## config.mk

```make
export PLATFORM = sky130hd
export DESIGN_NAME = shared_mem_arbiter_flat
export DESIGN_NICKNAME = d
export VERILOG_FILES = /design/src/rtl/shared_mem_if.sv /design/src/rtl/shared_mem_arbiter.sv /design/src/flat_wrapper.sv
export SDC_FILE = /design/constraint.sdc
export NUM_CORES = 1
export LEC_CHECK = 0
export ABC_AREA = 1
export CORE_UTILIZATION = 58
export DETAILED_ROUTE_END_ITERATION = 10
export GPL_TIMING_DRIVEN = 1
export PLACE_DENSITY_LB_ADDON = 0.05
export SYNTH_ARGS = -nofsm -noshare
export SYNTH_HDL_FRONTEND = slang
export SYNTH_SLANG_ARGS = --single-unit
```

## constraint.sdc

```tcl
create_clock -name clk -period 2.1 [get_ports clk]
set_clock_uncertainty 0.15 [all_clocks]
set_input_delay 0.315 -clock clk [delete_from_list [all_inputs] [get_ports clk]]
set_output_delay 0.315 -clock clk [all_outputs]
set_load 0.03 [all_outputs]
```

## src/rtl/shared_mem_if.sv

```systemverilog
// Command/response bundle between two requesters (A, B) and shared_mem_arbiter.
// A command transfers on a cycle where valid and ready are both high; ready never waits on a later valid.
interface shared_mem_if #(
  parameter int DW = 8,
  parameter int AW = 4
);
  logic          a_valid;
  logic          a_ready;
  logic          a_we;
  logic [AW-1:0] a_addr;
  logic [DW-1:0] a_wdata;
  logic          a_rsp_valid;
  logic [DW-1:0] a_rsp_data;

  logic          b_valid;
  logic          b_ready;
  logic          b_we;
  logic [AW-1:0] b_addr;
  logic [DW-1:0] b_wdata;
  logic          b_rsp_valid;
  logic [DW-1:0] b_rsp_data;

  modport master (
    output a_valid, a_we, a_addr, a_wdata,
    output b_valid, b_we, b_addr, b_wdata,
    input  a_ready, a_rsp_valid, a_rsp_data,
    input  b_ready, b_rsp_valid, b_rsp_data
  );

  modport slave (
    input  a_valid, a_we, a_addr, a_wdata,
    input  b_valid, b_we, b_addr, b_wdata,
    output a_ready, a_rsp_valid, a_rsp_data,
    output b_ready, b_rsp_valid, b_rsp_data
  );
endinterface

```

## src/rtl/shared_mem_arbiter.sv

```systemverilog
// Round-robin arbiter serialising two requesters onto a 2**AW x DW register array.
// IDLE grants one command, EXEC touches the array, RESP pulses the owner's response.
module shared_mem_arbiter #(
  parameter int DW = 8,
  parameter int AW = 4
) (
  input  logic       clk,
  input  logic       rst_n,
  shared_mem_if.slave bus,
  output logic       busy,
  output logic [7:0] xact_cnt,
  output logic [1:0] state_dbg
);
  typedef enum logic [1:0] {IDLE = 2'd0, EXEC = 2'd1, RESP = 2'd2} state_t;
  localparam int DEPTH = 1 << AW;

  state_t        state_q, state_d;
  logic          prio_q, prio_d;    // 0 = A wins a tie, 1 = B wins a tie
  logic          owner_q, owner_d;  // 0 = A, 1 = B
  logic          we_q, we_d;
  logic [AW-1:0] addr_q, addr_d;
  logic [DW-1:0] wdata_q, wdata_d;
  logic [DW-1:0] mem_q [DEPTH];
  logic [DW-1:0] mem_d [DEPTH];
  logic          a_rsp_valid_q, a_rsp_valid_d;
  logic          b_rsp_valid_q, b_rsp_valid_d;
  logic [DW-1:0] a_rsp_data_q, a_rsp_data_d;
  logic [DW-1:0] b_rsp_data_q, b_rsp_data_d;
  logic [7:0]    cnt_q, cnt_d;
  logic          grant_a, grant_b;
  logic [DW-1:0] rsp_w;

  always_comb begin
    grant_a       = (state_q == IDLE) && bus.a_valid && (!bus.b_valid || !prio_q);
    grant_b       = (state_q == IDLE) && bus.b_valid && (!bus.a_valid || prio_q);
    state_d       = state_q;
    prio_d        = prio_q;
    owner_d       = owner_q;
    we_d          = we_q;
    addr_d        = addr_q;
    wdata_d       = wdata_q;
    mem_d         = mem_q;
    a_rsp_valid_d = 1'b0;
    b_rsp_valid_d = 1'b0;
    a_rsp_data_d  = a_rsp_data_q;
    b_rsp_data_d  = b_rsp_data_q;
    cnt_d         = cnt_q;
    rsp_w         = we_q ? wdata_q : mem_q[addr_q];

    case (state_q)
      IDLE: begin
        if (grant_a) begin
          owner_d = 1'b0;
          we_d    = bus.a_we;
          addr_d  = bus.a_addr;
          wdata_d = bus.a_wdata;
          prio_d  = 1'b1;
          state_d = EXEC;
        end else if (grant_b) begin
          owner_d = 1'b1;
          we_d    = bus.b_we;
          addr_d  = bus.b_addr;
          wdata_d = bus.b_wdata;
          prio_d  = 1'b0;
          state_d = EXEC;
        end
      end
      EXEC: begin
        // Response registers load here so the pulse and count are visible during RESP.
        if (we_q) mem_d[addr_q] = wdata_q;
        if (owner_q) begin
          b_rsp_valid_d = 1'b1;
          b_rsp_data_d  = rsp_w;
        end else begin
          a_rsp_valid_d = 1'b1;
          a_rsp_data_d  = rsp_w;
        end
        cnt_d   = cnt_q + 8'd1;
        state_d = RESP;
      end
      RESP:    state_d = IDLE;
      default: state_d = IDLE;
    endcase
  end

  always_ff @(posedge clk or negedge rst_n) begin
    if (!rst_n) begin
      state_q       <= IDLE;
      prio_q        <= 1'b0;
      owner_q       <= 1'b0;
      we_q          <= 1'b0;
      addr_q        <= '0;
      wdata_q       <= '0;
      mem_q         <= '{default: '0};
      a_rsp_valid_q <= 1'b0;
      b_rsp_valid_q <= 1'b0;
      a_rsp_data_q  <= '0;
      b_rsp_data_q  <= '0;
      cnt_q         <= 8'd0;
    end else begin
      state_q       <= state_d;
      prio_q        <= prio_d;
      owner_q       <= owner_d;
      we_q          <= we_d;
      addr_q        <= addr_d;
      wdata_q       <= wdata_d;
      mem_q         <= mem_d;
      a_rsp_valid_q <= a_rsp_valid_d;
      b_rsp_valid_q <= b_rsp_valid_d;
      a_rsp_data_q  <= a_rsp_data_d;
      b_rsp_data_q  <= b_rsp_data_d;
      cnt_q         <= cnt_d;
    end
  end

  assign bus.a_ready     = grant_a;
  assign bus.b_ready     = grant_b;
  assign bus.a_rsp_valid = a_rsp_valid_q;
  assign bus.b_rsp_valid = b_rsp_valid_q;
  assign bus.a_rsp_data  = a_rsp_data_q;
  assign bus.b_rsp_data  = b_rsp_data_q;
  assign busy            = (state_q != IDLE);
  assign xact_cnt        = cnt_q;
  assign state_dbg       = state_q;
endmodule

```

## src/flat_wrapper.sv

```systemverilog
// flat-port wrapper written by rule: the top's interface ports become plain ports
module shared_mem_arbiter_flat 
#(
  parameter int DW = 8,
  parameter int AW = 4
)
  (clk, rst_n, busy, xact_cnt, state_dbg, bus_a_valid, bus_a_we, bus_a_addr, bus_a_wdata, bus_b_valid, bus_b_we, bus_b_addr, bus_b_wdata, bus_a_ready, bus_a_rsp_valid, bus_a_rsp_data, bus_b_ready, bus_b_rsp_valid, bus_b_rsp_data);
  shared_mem_if #(.DW(DW), .AW(AW)) bus_i ();
  input  logic clk;
  input  logic rst_n;
  output logic busy;
  output logic [7:0] xact_cnt;
  output logic [1:0] state_dbg;
  input wire logic [$bits(bus_i.a_valid)-1:0] bus_a_valid;
  input wire logic [$bits(bus_i.a_we)-1:0] bus_a_we;
  input wire logic [$bits(bus_i.a_addr)-1:0] bus_a_addr;
  input wire logic [$bits(bus_i.a_wdata)-1:0] bus_a_wdata;
  input wire logic [$bits(bus_i.b_valid)-1:0] bus_b_valid;
  input wire logic [$bits(bus_i.b_we)-1:0] bus_b_we;
  input wire logic [$bits(bus_i.b_addr)-1:0] bus_b_addr;
  input wire logic [$bits(bus_i.b_wdata)-1:0] bus_b_wdata;
  output wire logic [$bits(bus_i.a_ready)-1:0] bus_a_ready;
  output wire logic [$bits(bus_i.a_rsp_valid)-1:0] bus_a_rsp_valid;
  output wire logic [$bits(bus_i.a_rsp_data)-1:0] bus_a_rsp_data;
  output wire logic [$bits(bus_i.b_ready)-1:0] bus_b_ready;
  output wire logic [$bits(bus_i.b_rsp_valid)-1:0] bus_b_rsp_valid;
  output wire logic [$bits(bus_i.b_rsp_data)-1:0] bus_b_rsp_data;
  assign bus_i.a_valid = bus_a_valid;
  assign bus_i.a_we = bus_a_we;
  assign bus_i.a_addr = bus_a_addr;
  assign bus_i.a_wdata = bus_a_wdata;
  assign bus_i.b_valid = bus_b_valid;
  assign bus_i.b_we = bus_b_we;
  assign bus_i.b_addr = bus_b_addr;
  assign bus_i.b_wdata = bus_b_wdata;
  assign bus_a_ready = bus_i.a_ready;
  assign bus_a_rsp_valid = bus_i.a_rsp_valid;
  assign bus_a_rsp_data = bus_i.a_rsp_data;
  assign bus_b_ready = bus_i.b_ready;
  assign bus_b_rsp_valid = bus_i.b_rsp_valid;
  assign bus_b_rsp_data = bus_i.b_rsp_data;
  shared_mem_arbiter #(.DW(DW), .AW(AW)) u_core (.clk(clk), .rst_n(rst_n), .bus(bus_i), .busy(busy), .xact_cnt(xact_cnt), .state_dbg(state_dbg));
endmodule
```

==> results of run 1 <==
sequential cells by signal, indices dropped and copies added (netlist names):
name / cells
u_core.addr_q: 4
u_core.prio_q: 1
u_core.mem_q: 128
u_core.bus.a_rsp_valid: 1
u_core.wdata_q: 8
u_core.xact_cnt: 8
u_core.bus.b_rsp_valid: 1
u_core.bus.b_rsp_data: 8
u_core.we_q: 1
u_core.owner_q: 1
u_core.state_dbg: 2
u_core.bus.a_rsp_data: 8
routing by layer:
| layer | routed length (microns) | share of wire |
|---|---|---|
| met2 | 10060 | 0.47 |
| met4 | 727 | 0.034 |
| met5 | 0 | 0 |
| met3 | 1397 | 0.066 |
| met1 | 9094 | 0.43 |
synthesized netlist by cell type (11+ instances only):
master,number,area [sq um]
nand2_1,439,1648
dfrtp_1,171,4279
o21ai_1,122,610.6
nor2_1,39,146.4
nand3_1,37,185.2
buf_2,24,120.1
clkbuf_1,20,75.07
inv_1,20,75.07
a21oi_1,17,85.08
o21ai_0,13,65.06
a22oi_1,11,82.58
power by group through the flow:
stage,Combinational (W),Sequential [W],Clock (W)
after floorplan,0.00356,0.00563,0
after global placement,0.00583,0.00546,0
after detailed placement,0.00597,0.00550,0
after CTS,0.00604,0.00548,0.00345
after global routing,0.00670,0.00566,0.00358
final,0.00611,0.00552,0.00343
layout make-up:
type	count	area (sq um)	area share
clock buffer	19	442.9	0.04759
inverter	27	108.9	0.01170
tap	172	215.2	0.02312
multi-input combinational	709	3158	0.3393
timing repair buffer	94	903.4	0.09706
clock inverter	13	200.2	0.02151
sequential	171	4279	0.4597
cells by family after synthesis:
logic type,Yosys count,synth area share
buffers and inverters,79,0.04641
AOI/OAI and AO/OA,164,0.1094
adders and majority gates,1,0.001611
DFF,171,0.5512
and+or+nand+nor,537,0.2835
xor gates and xnor gates,7,0.007897
worst max-delay path by stage:
stage	start	end	slack, ns	cells past startpoint
floorplan	u_core.state_dbg[1]	bus_b_ready	0.22	4
global placement	bus_b_valid	u_core.addr_q[0]	0.14	5
detailed placement	bus_b_valid	u_core.addr_q[0]	0.11	5
CTS	u_core.state_dbg[1]	bus_b_ready	0.009	4
global route	u_core.state_dbg[1]	u_core.mem_q[109]	-0.005	8
finish	u_core.state_dbg[1]	state_dbg[1]	0.06	1
metrics by stage:
step / setup WS (ns) / setup TNS (ns) / cell area, sq um / hold WS [ns]
6_report: 0.05952 / 0 / 9308 / 0.2144
5_1_grt: -0.005318 / -0.008821 / 9308 / 0.2582
4_1_cts: 0.008716 / 0 / 9279 / 0.2307
3_5_place_dp: 0.1093 / 0 / 8615 / 0.1233
3_3_place_gp: 0.1411 / 0 / 8615 / 0.1104
2_1_floorplan: 0.2229 / 0 / 7764 / -0.1306
what timing repair did:
action                     CTS  global route
hold buffers                 1             0
setup endpoints to repair    3            14
resized for setup            6             7
pin swaps                    0             0
hold endpoints to repair    42             0
==> impl_metrics.yaml, run 1 <==
outcome:
  status: "finished clean"
critical_path:
  worstSetupStartpointType: "flop"
  timing_worst_setup_path_type: "reg -> out"
  r2r_setup_slack_ns: 0.09
  end_kind: "output port"
  path_max_fanout: 3
  arrival_ns: 1.58
  max_stage_delay_ns: 0.72
  r2r-end: "u_core.bus.a_rsp_data[6]"
  cp_num_buf_inv: 1
  cp_cell_sequence: "clkdlybuf4s50_1"
  r2r_start: "u_core.addr_q[1]"
  cp_top_family: "buffers and inverters"
  r2r_cells: 9
  crit_path_top_delay_cell: "clkdlybuf4s50_1"
  worstPathRequired_ns: 1.63
timing:
  finalMaxSlewViolations: 0
  min_period_ns: 2.040
  rsz0062_at_grt: "yes"
  finalCritPeriodShare: 0.9717
  max_slew_margin: 0.5722
  max_freq_mhz: 490.1
  setup_violations: 0
  worstMarginPinSlew_ns: 0.6409
  hold_viol_final: 0
global_route:
  grt_most_used_layer: "met2"
  grt_max_degree: 62
  met2_usage: 0.5272
  track_usage: 0.3273
  gr-total-overflow: 0
  grt_pass1_wl_microns: 34910
  use_met1: 0.4336
  first_global_vias: 6712
  met3_usage: 0.06347
  antenna_found_initial: 0
logic_synthesis:
  synth_cell_types: 27
  syn_avg_cell_area_sq_um: 8.096
  ys_ff_latch: 171
  ys_async_sr_fraction: 1.000
  postSynthCellCount: 959
  syn-num-nets: 990
  synth-seq-area-share: 0.5512
  ys.flop_type: "dfrtp_1"
  synth_edf_count: 0
  syn_area_sq_um: 7764
  ys_warn_count: 0
clock_network:
  insertion_delay_ns: 0.43
  cts.path.max_buffers: 2
  cts-root-buf: "clkbuf_16"
  cts_tree: "built"
  clkTransAtPathRegs_ns: 0.07
  cts_buffers: 17
  post_cts_buffers: 0
  cts_sinks: 171
  htreeDepth: 4
power_and_ir_drop:
  seq_power_share: 0.367
  p_comb_frac: 0.406
  total_power_w: 0.01506
  sw_frac_of_total: 0.4214
  irDropWorstVdd_mv: 1.205
  p_int_w: 0.008710
  power_density_nw_per_um2: 1617
  clock_power_share: 0.228
  power_leakage_nw: 4.568
  switching_power_w: 0.006345
detailed_routing:
  wl_microns: 21280
  ant_nets: 0
  wl_per_cell_microns: 17.66
  first_iter_violations: 650
  drt_pass1_iterations: 5
  via_count: 6829
  route.detailed.drc: 0
  via_per_inst: 5.667
final_layout:
  area.growth.synth_to_final_pct: 19.89
  final_common_cell: "nand2_1"
  post-route-util: 0.7258
  drive_above_1_share: 0.09487
  antenna_cells: 0
  nNetsFinal: 1051
  final-instance-count-excl-fill: 1205
  layout_common_cells: "nand2_1, dfrtp_1, o21ai_1, clkdlybuf4s50_1, nor2_1"
  fill_cells: 976
die:
  rows: 41
  die-width_microns: 117.7
  die_h_microns: 117.7
  core_area_sq_um: 12820
  start_util: 0.6054
  ioPinCount: 61
  dieArea_sq_um: 13850
placed_design:
  globalplace.congestion: 0.8846
  place_hpwl_microns: 14430
  dpl.cell_count: 1172
  portBuffers: 60
hold_path:
  hold_class: "in -> async"
job:
  max-cap-violations: 0
Note: power is estimated with default switching activity, not from simulation.
==> inputs of run 2 (changes only) <==
--- a/config.mk
+++ b/config.mk
@@ -6,7 +6,10 @@
 export NUM_CORES = 1
 export LEC_CHECK = 0
 export ABC_AREA = 1
-export CORE_UTILIZATION = 58
+export CELL_PAD_IN_SITES_DETAIL_PLACEMENT = 0
+export CELL_PAD_IN_SITES_GLOBAL_PLACEMENT = 1
+export CORE_ASPECT_RATIO = 1.4
+export CORE_UTILIZATION = 44
 export DETAILED_ROUTE_END_ITERATION = 10
 export GPL_TIMING_DRIVEN = 1
 export PLACE_DENSITY_LB_ADDON = 0.05
==> run 2 against run 1 <==
Net effect: design area rose by 0.81%; sequential power fell by 1%; flip-flop and latch count did not move; register-to-register slack improved by 0.04 ns; critical path depth rose by 3; hold slack improved by 0.064 ns; setup slack improved by 0.0046 ns; non-clock buffer count rose by 2.
==> impl_metrics.yaml, run 2 (synthesis results as in run 1) <==
final_layout:
  largest_register_ffs: 128
  fill_cells: 1709
  final_area_sq_um: 9383
  antenna_cells: 0
  layout_common_cells: "nand2_1, dfrtp_1, o21ai_1, clkdlybuf4s50_1, nor2_1"
  area.growth.synth_to_final_pct: 20.85
  nNetsFinal: 1053
  final-instance-count-excl-fill: 1271
  regMostFlops: "u_core.mem_q"
  final_common_cell: "nand2_1"
  drive_above_1_share: 0.09469
  post-route-util: 0.5414
power_and_ir_drop:
  p_int_w: 0.008462
  switching_power_w: 0.006240
  sw_frac_of_total: 0.4244
  clock_power_share: 0.208
  p_comb_frac: 0.422
  irDropWorstVdd_mv: 0.7714
  seq_power_share: 0.370
  power_leakage_nw: 4.554
  power_density_nw_per_um2: 1567
timing:
  worstMarginPinSlew_ns: 0.5733
  finalCritPeriodShare: 0.9695
  min_period_ns: 2.036
  rsz0062_at_grt: "yes"
  finalMaxSlewViolations: 0
  hold_slack_ns: 0.2783
  hold_viol_final: 0
  setup_violations: 0
  setup_tns_ns: 0
  max_slew_margin: 0.6174
  max_freq_mhz: 491.2
clock_network:
  cts_sinks: 171
  insertion_delay_ns: 0.43
  cts_buffers: 17
  post_cts_buffers: 0
  clkTransAtPathRegs_ns: 0.07
  cts_tree: "built"
  cts.path.max_buffers: 2
  htreeDepth: 4
  cts-root-buf: "clkbuf_16"
outcome:
  status: "finished clean"
critical_path:
  critPathLaunch: "u_core.state_dbg[1]"
  r2r_start: "u_core.addr_q[0]"
  worstSetupStartpointType: "flop"
  timing_worst_setup_path_type: "reg -> out"
  worstPathRequired_ns: 1.63
  path_max_fanout: 13
  arrival_ns: 1.57
  end_kind: "output port"
global_route:
  track_usage: 0.2596
  grt_pass1_wl_microns: 35540
  gr-total-overflow: 0
  antenna_found_initial: 0
  grt_max_degree: 53
  first_global_vias: 6444
detailed_routing:
  via_per_inst: 5.073
  drt_pass1_iterations: 5
  first_iter_violations: 488
  via_count: 6448
  wl_microns: 21800
  wl_per_cell_microns: 17.15
  route.detailed.drc: 0
  ant_nets: 0
die:
  start_util: 0.4480
  rows: 57
  die_h_microns: 159.2
  ioPinCount: 61
  dieArea_sq_um: 18190
  core_area_sq_um: 17330
  die-width_microns: 114.3
placed_design:
  dpl.cell_count: 1238
  portBuffers: 60
  place_area_sq_um: 8760
  place_hpwl_microns: 15000
  globalplace.congestion: 0.8459
job:
  max-cap-violations: 0
hold_path:
  hold_class: "in -> async"
[run 2: cell count changes in the layout (fill, tap and decap cells not counted), moves of 2 or more]
cell	change
buf_12	+4
buf_4	-3
bufinv_16	-3
clkinvlp_4	+3
nand2_1	+3
nand2_2	-3
clkbuf_8	+2
inv_8	-2
nor2_2	+2
[run 2: metrics by stage]
| step | power, W | setup WS (ns) |
|---|---|---|
| floorplan | 0.009192 | 0.2229 |
| global placement | 0.01153 | 0.09392 |
| detailed placement | 0.01166 | 0.09762 |
| CTS | 0.01478 | -0.03506 |
| global route | 0.01576 | -0.01838 |
| finish | 0.01470 | 0.06414 |
[run 2: worst paths after layout]
kind                                      end  slack, ns  cells past startpoint
max in group asynchronous    u_core.mem_q[98]       0.92                      3
min reg2reg                u_core.xact_cnt[7]       0.33                      1
min in group clk           u_core.xact_cnt[7]       0.33                      1
max                               bus_b_ready       0.06                      4
max reg2reg                  u_core.mem_q[93]       0.13                      6
min                          u_core.mem_q[76]       0.28                      2
[run 2: power by group through the flow]
stage          Clock, W  Sequential, W  Combinational (W)
2_1_floorplan         0        0.00563            0.00356
3_3_place_gp          0        0.00542            0.00611
3_5_place_dp          0        0.00547            0.00619
4_1_cts         0.00313        0.00542            0.00622
5_1_grt         0.00328        0.00560            0.00688
6_report        0.00306        0.00544            0.00620
[run 2: cell type report]
cell class | count | area [sq um] | area share
tap | 236 | 295.3 | 0.03147
timing repair buffer | 96 | 972.2 | 0.1036
clock buffer | 21 | 470.5 | 0.05014
sequential | 171 | 4279 | 0.4561
multi-input combinational | 709 | 3147 | 0.3354
clock inverter | 11 | 110.1 | 0.01173
inverter | 27 | 108.9 | 0.01160
[run 2: timing repair]
item / CTS / global route
endpoints found under the setup margin: 3 / 6
hold buffers: 1 / 0
resized for setup: 5 / 6
endpoints found under the hold margin: 48 / 0
[run 2: per-layer routing]
layer	GRT usage	share of wire	vias up
met4	0.08442	0.020	0
met1	0.3518	0.45	3120
met2	0.4234	0.50	111
li1	-	-	3195
met3	0.04263	0.034	22
met5	0	0	-
[run 2: critical path, stage by stage, from the launching register on]
cell     delay (ns)
dfrtp_1        0.40
nor2_2         0.22
nand3_2        0.18
inv_4          0.16
buf_4          0.18
==> inputs of run 3 (changes only) <==
--- a/config.mk
+++ b/config.mk
@@ -10,6 +10,7 @@
 export CELL_PAD_IN_SITES_GLOBAL_PLACEMENT = 1
 export CORE_ASPECT_RATIO = 1.4
 export CORE_UTILIZATION = 44
+export CTS_CLUSTER_SIZE = 20
 export DETAILED_ROUTE_END_ITERATION = 10
 export GPL_TIMING_DRIVEN = 1
 export PLACE_DENSITY_LB_ADDON = 0.05
==> results of run 3 <==
Same layout as run 2: the final DEF is identical, and so are final timing and power.
